## src/rtl/rf_wb_arbiter_if.sv

```systemverilog
// Request channels (ALU write-back, LSU load-return) and the shared RF write port.
// The arbiter uses the slave modport; requesters and the RF see the master side.
interface rf_wb_arbiter_if #(
    parameter int unsigned DATA_W = 32,
    parameter int unsigned ADDR_W = 4
);
    logic              alu_valid;
    logic              alu_ready;
    logic [ADDR_W-1:0] alu_reg;
    logic [DATA_W-1:0] alu_data;
    logic              alu_hl;

    logic              lsu_valid;
    logic              lsu_ready;
    logic [ADDR_W-1:0] lsu_reg;
    logic [DATA_W-1:0] lsu_data;
    logic              lsu_hl;

    logic              rf_we;
    logic [ADDR_W-1:0] rf_write_reg;
    logic [DATA_W-1:0] rf_data_in;
    logic              rf_hl;

    modport master (
        output alu_valid, alu_reg, alu_data, alu_hl,
        output lsu_valid, lsu_reg, lsu_data, lsu_hl,
        input  alu_ready, lsu_ready,
        input  rf_we, rf_write_reg, rf_data_in, rf_hl
    );

    modport slave (
        input  alu_valid, alu_reg, alu_data, alu_hl,
        input  lsu_valid, lsu_reg, lsu_data, lsu_hl,
        output alu_ready, lsu_ready,
        output rf_we, rf_write_reg, rf_data_in, rf_hl
    );
endinterface

```

## src/rtl/rf_wb_arbiter.sv

```systemverilog
// RF write-port arbiter between ALU write-back and LSU load-return, with a
// per-register busy scoreboard for outstanding loads and RAW hazard detection.
module rf_wb_arbiter #(
    parameter int unsigned DATA_W     = 32,
    parameter int unsigned ADDR_W     = 4,
    parameter int unsigned NREGS      = 16,
    parameter int unsigned STARVE_MAX = 2
) (
    input  logic              clk,
    input  logic              reset,
    rf_wb_arbiter_if.slave    bus,
    input  logic              ld_issue,
    input  logic [ADDR_W-1:0] ld_reg,
    input  logic [ADDR_W-1:0] rd_port1,
    input  logic [ADDR_W-1:0] rd_port2,
    output logic              hazard,
    output logic [NREGS-1:0]  busy_vec
);

    localparam int unsigned CNT_W = $clog2(STARVE_MAX + 1);

    logic [NREGS-1:0]  busy_q, busy_d;
    logic [CNT_W-1:0]  starve_q, starve_d;
    logic              rf_we_q;
    logic [ADDR_W-1:0] rf_write_reg_q;
    logic [DATA_W-1:0] rf_data_in_q;
    logic              rf_hl_q;

    logic alu_elig_c;
    logic alu_gnt_c;
    logic lsu_gnt_c;

    // Grant selection: LSU by default, ALU when idle LSU or starvation limit reached.
    // ALU writes to a register with a load in flight are held off (WAW).
    always_comb begin
        alu_elig_c = 1'b0;
        alu_gnt_c  = 1'b0;
        lsu_gnt_c  = 1'b0;
        busy_d     = busy_q;
        starve_d   = starve_q;

        alu_elig_c = bus.alu_valid & ~busy_q[bus.alu_reg];
        if (!reset) begin
            if (alu_elig_c && (!bus.lsu_valid || starve_q == CNT_W'(STARVE_MAX))) begin
                alu_gnt_c = 1'b1;
            end else if (bus.lsu_valid) begin
                lsu_gnt_c = 1'b1;
            end
        end

        if (alu_gnt_c || !alu_elig_c) begin
            starve_d = '0;
        end else if (lsu_gnt_c && starve_q != CNT_W'(STARVE_MAX)) begin
            starve_d = starve_q + CNT_W'(1);
        end

        // Clear before set so a re-issued load to the same register stays busy.
        if (lsu_gnt_c) begin
            busy_d[bus.lsu_reg] = 1'b0;
        end
        if (ld_issue) begin
            busy_d[ld_reg] = 1'b1;
        end
    end

    always_ff @(posedge clk) begin
        if (reset) begin
            busy_q         <= '0;
            starve_q       <= '0;
            rf_we_q        <= 1'b0;
            rf_write_reg_q <= '0;
            rf_data_in_q   <= '0;
            rf_hl_q        <= 1'b0;
        end else begin
            busy_q   <= busy_d;
            starve_q <= starve_d;
            rf_we_q  <= alu_gnt_c | lsu_gnt_c;
            if (alu_gnt_c) begin
                rf_write_reg_q <= bus.alu_reg;
                rf_data_in_q   <= bus.alu_data;
                rf_hl_q        <= bus.alu_hl;
            end else if (lsu_gnt_c) begin
                rf_write_reg_q <= bus.lsu_reg;
                rf_data_in_q   <= bus.lsu_data;
                rf_hl_q        <= bus.lsu_hl;
            end
        end
    end

    assign bus.alu_ready    = alu_gnt_c;
    assign bus.lsu_ready    = lsu_gnt_c;
    assign bus.rf_we        = rf_we_q;
    assign bus.rf_write_reg = rf_write_reg_q;
    assign bus.rf_data_in   = rf_data_in_q;
    assign bus.rf_hl        = rf_hl_q;

    assign hazard   = busy_q[rd_port1] | busy_q[rd_port2] | (ld_issue & busy_q[ld_reg]);
    assign busy_vec = busy_q;

endmodule

```

## src/flat_wrapper.sv

```systemverilog
// flat-port wrapper written by rule: the top's interface ports become plain ports
module rf_wb_arbiter_flat 
#(
    parameter int unsigned DATA_W     = 32,
    parameter int unsigned ADDR_W     = 4,
    parameter int unsigned NREGS      = 16,
    parameter int unsigned STARVE_MAX = 2
)
  (clk, reset, ld_issue, ld_reg, rd_port1, rd_port2, hazard, busy_vec, bus_alu_valid, bus_alu_reg, bus_alu_data, bus_alu_hl, bus_lsu_valid, bus_lsu_reg, bus_lsu_data, bus_lsu_hl, bus_alu_ready, bus_lsu_ready, bus_rf_we, bus_rf_write_reg, bus_rf_data_in, bus_rf_hl);
  rf_wb_arbiter_if #(.DATA_W(DATA_W), .ADDR_W(ADDR_W)) bus_i ();
  input  logic clk;
  input  logic reset;
  input  logic ld_issue;
  input  logic [ADDR_W-1:0] ld_reg;
  input  logic [ADDR_W-1:0] rd_port1;
  input  logic [ADDR_W-1:0] rd_port2;
  output logic hazard;
  output logic [NREGS-1:0] busy_vec;
  input wire logic [$bits(bus_i.alu_valid)-1:0] bus_alu_valid;
  input wire logic [$bits(bus_i.alu_reg)-1:0] bus_alu_reg;
  input wire logic [$bits(bus_i.alu_data)-1:0] bus_alu_data;
  input wire logic [$bits(bus_i.alu_hl)-1:0] bus_alu_hl;
  input wire logic [$bits(bus_i.lsu_valid)-1:0] bus_lsu_valid;
  input wire logic [$bits(bus_i.lsu_reg)-1:0] bus_lsu_reg;
  input wire logic [$bits(bus_i.lsu_data)-1:0] bus_lsu_data;
  input wire logic [$bits(bus_i.lsu_hl)-1:0] bus_lsu_hl;
  output wire logic [$bits(bus_i.alu_ready)-1:0] bus_alu_ready;
  output wire logic [$bits(bus_i.lsu_ready)-1:0] bus_lsu_ready;
  output wire logic [$bits(bus_i.rf_we)-1:0] bus_rf_we;
  output wire logic [$bits(bus_i.rf_write_reg)-1:0] bus_rf_write_reg;
  output wire logic [$bits(bus_i.rf_data_in)-1:0] bus_rf_data_in;
  output wire logic [$bits(bus_i.rf_hl)-1:0] bus_rf_hl;
  assign bus_i.alu_valid = bus_alu_valid;
  assign bus_i.alu_reg = bus_alu_reg;
  assign bus_i.alu_data = bus_alu_data;
  assign bus_i.alu_hl = bus_alu_hl;
  assign bus_i.lsu_valid = bus_lsu_valid;
  assign bus_i.lsu_reg = bus_lsu_reg;
  assign bus_i.lsu_data = bus_lsu_data;
  assign bus_i.lsu_hl = bus_lsu_hl;
  assign bus_alu_ready = bus_i.alu_ready;
  assign bus_lsu_ready = bus_i.lsu_ready;
  assign bus_rf_we = bus_i.rf_we;
  assign bus_rf_write_reg = bus_i.rf_write_reg;
  assign bus_rf_data_in = bus_i.rf_data_in;
  assign bus_rf_hl = bus_i.rf_hl;
  rf_wb_arbiter #(.DATA_W(DATA_W), .ADDR_W(ADDR_W), .NREGS(NREGS), .STARVE_MAX(STARVE_MAX)) u_core (.clk(clk), .reset(reset), .bus(bus_i), .ld_issue(ld_issue), .ld_reg(ld_reg), .rd_port1(rd_port1), .rd_port2(rd_port2), .hazard(hazard), .busy_vec(busy_vec));
endmodule
```

## config.mk

```make
export PLATFORM = sky130hd
export DESIGN_NAME = rf_wb_arbiter_flat
export DESIGN_NICKNAME = d
export VERILOG_FILES = /design/src/rtl/rf_wb_arbiter_if.sv /design/src/rtl/rf_wb_arbiter.sv /design/src/flat_wrapper.sv
export SDC_FILE = /design/constraint.sdc
export NUM_CORES = 1
export LEC_CHECK = 0
export ABC_AREA = 1
export BUFFER_PORTS_ARGS = -buffer_cell sky130_fd_sc_hd__buf_4
export CORE_MARGIN = 1
export CORE_UTILIZATION = 45
export DETAILED_ROUTE_END_ITERATION = 8
export GPL_TIMING_DRIVEN = 0
export PLACE_DENSITY = 0.85
export RECOVER_POWER = 25
export SYNTH_ARGS = -nofsm -noshare
export SYNTH_HDL_FRONTEND = slang
export SYNTH_SLANG_ARGS = --single-unit
```

## constraint.sdc

```tcl
create_clock -name clk -period 1.51 [get_ports clk]
set_input_delay 0.2265 -clock clk [delete_from_list [all_inputs] [get_ports clk]]
set_output_delay 0.2265 -clock clk [all_outputs]
set_load 0.005 [all_outputs]
```

==> impl_metrics.csv <==
group,metric,value,unit
sta,clock.fmax,0.470,GHz
sta,slew_viol_final,0,
placement,gp_congestion,0.937,
worst_setup_path,critical_path_arrival,1.90,ns
clock_tree,numCtsBuffers,5,
pwr,p_total,3990,uW
sta,hold_viol,0,
sta,skew,0.0150,ns
run_status,status,"finished with violations",
yosys,synth_seq_area_share,30.2,%
die,initial_core_util,47.4,%
finish,area_growth,59.1,%
pwr,powerDensity,675,nW/um^2
sta,fin_ws,-0.618,ns
yosys,ys_ff_latch,56,
flow_run,cap_violations,0,
yosys,async_flop_share,0,%
sta,finalHoldWorstSlack,0.194,ns
global_routing,grt_pass1_vias,4573,
yosys,synth_fp_nets,694,
yosys,syn_avg_cell_area,6.17,sq um
finish,nets,890,
clock_tree,root_buffer,"clkbuf_8",
clock_tree,h-tree-depth,2,
die,coreArea,7850,sq um
worst_hold_path,worstHoldStart,"bus_lsu_data[16]",
drt,wire_per_inst,17.7,um
global_routing,grt-ovfl-total,0,
sta,max_slew_margin,63.1,%
die,die_h,92.9,um
yosys,ys_top_cells_by_area,"dfxtp_1 (30%), nand2_1 (14%), inv_1 (11%)",
sta,period_share,141,%
worst_hold_path,hold-path-cell-count,5,
finish,largest_register_ffs,32,
worst_setup_path,cp-end-kind,"primary output",
worst_setup_path,path_max_fanout,3,
finish,drive_above_1_share,40.8,%
sta,setup_viol,59,
yosys,ys_warn_count,0,
clock_tree,clkLatencyLatePin,0.32,ns
worst_hold_path,whs_endpoint,"u_core.bus.rf_data_in[16]",
drt,viasPerCell,5.91,
global_routing,grt_max_degree,18,
yosys,yosysUniqueCellTypes,31,
worst_setup_path,path_class,"register to primary output",
sta,rsz0062_at_grt,"yes",
worst_setup_path,cp-start-kind,"register",
worst_setup_path,rr_worst_depth,15,
die,die_w,92.9,um
drt,drc,0,
yosys,synth_edf_count,0,
worst_setup_path,cp.required,1.28,ns
finish,num-fill-cells,545,
clock_tree,cts.path.max_buffers,2,
drt,first_iter_violations,556,
pwr,leakagePower,0.00291,uW
worst_setup_path,r2r_slack,-0.51,ns
finish,antenna_cells,0,
drt,dr.pass1.iters,6,
yosys,synthFlopType,"dfxtp_1",
finish,final_cells,901,
drt,num_vias,5322,
pwr,ir_drop,0.445,mV
clock_tree,cts_num_sinks,56,
yosys,yosysMostFrequentCell,"nand2_1",
worst_hold_path,hold_path_class,"primary input to register",
worst_setup_path,reg2reg_to,"u_core.bus.rf_data_in[20]",
yosys,syn-instance-count,602,
run_status,violations,"setup timing",
clock_tree,cts_tree,"yes",
yosys,syn-cell-area,3720,sq um
placement,dpl.hpwl,9440,um
drt,antenna_left,0,
drt,wl,16000,um
placement,port_buffers,147,
placement,place_inst,851,
global_routing,track_usage,31.1,%
worst_setup_path,reg2reg_from,"u_core.busy_vec[3]",
global_routing,grt_pass1_wl,21400,um
clock_tree,cts.clk_slew.worst_paths,0.11,ns
yosys,synth_top_area_share,30.2,%
die,io_pins,148,
global_routing,antenna_found_initial,0,
die,die_area,8630,sq um
yosys,synth_area_leader_cell,"dfxtp_1",
sta,worst_pin_slew,0.554,ns
clock_tree,cts_hold_buf,0,
yosys,synth.cells.most_frequent,"nand2_1 (141), inv_1 (112), nand3_1 (57)",
sta,min_period,2.13,ns
die,rows,32,
[where the power goes]
group / leakage [uW] / switching [uW] / internal, uW
Clock: 0.0000541 / 523 / 492
Sequential: 0.000474 / 62.3 / 1570
Combinational: 0.00238 / 714 / 626
Total: 0.00291 / 1300 / 2690
[worst max path at each step]
stage / startpoint / end / depth (start not counted)
after global routing: u_core.busy_vec[3] / bus_alu_ready / 12
after global placement: reset / bus_lsu_ready / 6
after floorplan: u_core.busy_vec[13] / u_core.bus.rf_data_in[27] / 14
after detailed placement: reset / bus_lsu_ready / 6
final: u_core.busy_vec[3] / bus_alu_ready / 12
after CTS: u_core.busy_vec[10] / bus_alu_ready / 12
[metrics by stage]
step,instance area [sq um],setup slack [ns],utilization (%),TNS (ns)
2_1_floorplan,3750,-0.00956,-,-0.171
3_3_place_gp,4980,-0.457,63.5,-13.32
3_5_place_dp,4980,-0.486,63.5,-15.11
4_1_cts,5580,-0.381,71.1,-10.78
5_1_grt,5910,-0.614,75.4,-21.09
6_report,5910,-0.618,75.4,-20.57
[final cells by class]
class,count,area [sq um],area share [%]
inverters,113,437,7.38
multi-input cells,394,2290,38.8
clock buffers,5,68.8,1.16
well taps,102,128,2.16
repair buffers,190,1490,25.3
flip-flops and latches,56,1160,19.6
plain buffers,38,289,4.89
clock inverters,3,42.5,0.719
[per-layer routing]
metal | wire (um) | track usage [%] | vias up
li1 | - | - | 2368
met4 | 1210 | 15.0 | 0
met2 | 7270 | 52.3 | 443
met3 | 1600 | 4.60 | 139
met1 | 5890 | 38.6 | 2372
met5 | 0 | 0 | -
[cell families after synthesis]
family          Yosys count  share of synthesized area (%)
fa+ha+maj                 1                          0.337
compound gates          102                           16.1
flops                    56                           30.2
simple gates            291                           36.3
buf+inv                 152                           17.1
[placed cells by master, fill, tap and decap left out, types with 2 or more instances in the layout]
| master | instances |
|---|---|
| buf_4 | 167 |
| nand2_1 | 126 |
| inv_1 | 99 |
| dfxtp_1 | 40 |
| nand3_2 | 39 |
| nand4_1 | 38 |
| nor2_1 | 36 |
| a31oi_1 | 35 |
| nand3_1 | 25 |
| buf_6 | 20 |
| o21ai_0 | 19 |
| a21oi_1 | 18 |
| clkbuf_1 | 16 |
| nand2_2 | 14 |
| clkbuf_4 | 12 |
| inv_2 | 9 |
| o22ai_1 | 8 |
| dfxtp_2 | 8 |
| dfxtp_4 | 8 |
| a21oi_2 | 7 |
| inv_4 | 5 |
| o21ai_1 | 5 |
| nand3_4 | 5 |
| clkbuf_8 | 5 |
| buf_8 | 4 |
| nor2_4 | 3 |
| clkbuf_2 | 3 |
| buf_2 | 2 |
| buf_12 | 2 |
[critical path, stage by stage, from the launching register on]
cell and delay, ns:
dfxtp_4 0.38, inv_4 0.07, nand2_1 0.11, o211ai_2 0.13, nand3_2 0.14, inv_2 0.11, nor2_4 0.05, nor2_4 0.11
nand3_2 0.10, buf_6 0.14, buf_6 0.11, inv_2 0.05, buf_6 0.08
[timing repair]
action	in CTS	in global routing
gates cloned	2	1
resized for setup	75	75
endpoints found under the setup margin	51	59
setup buffers	34	10
pin swaps	14	40
Note: power is estimated with default switching activity, not from simulation.
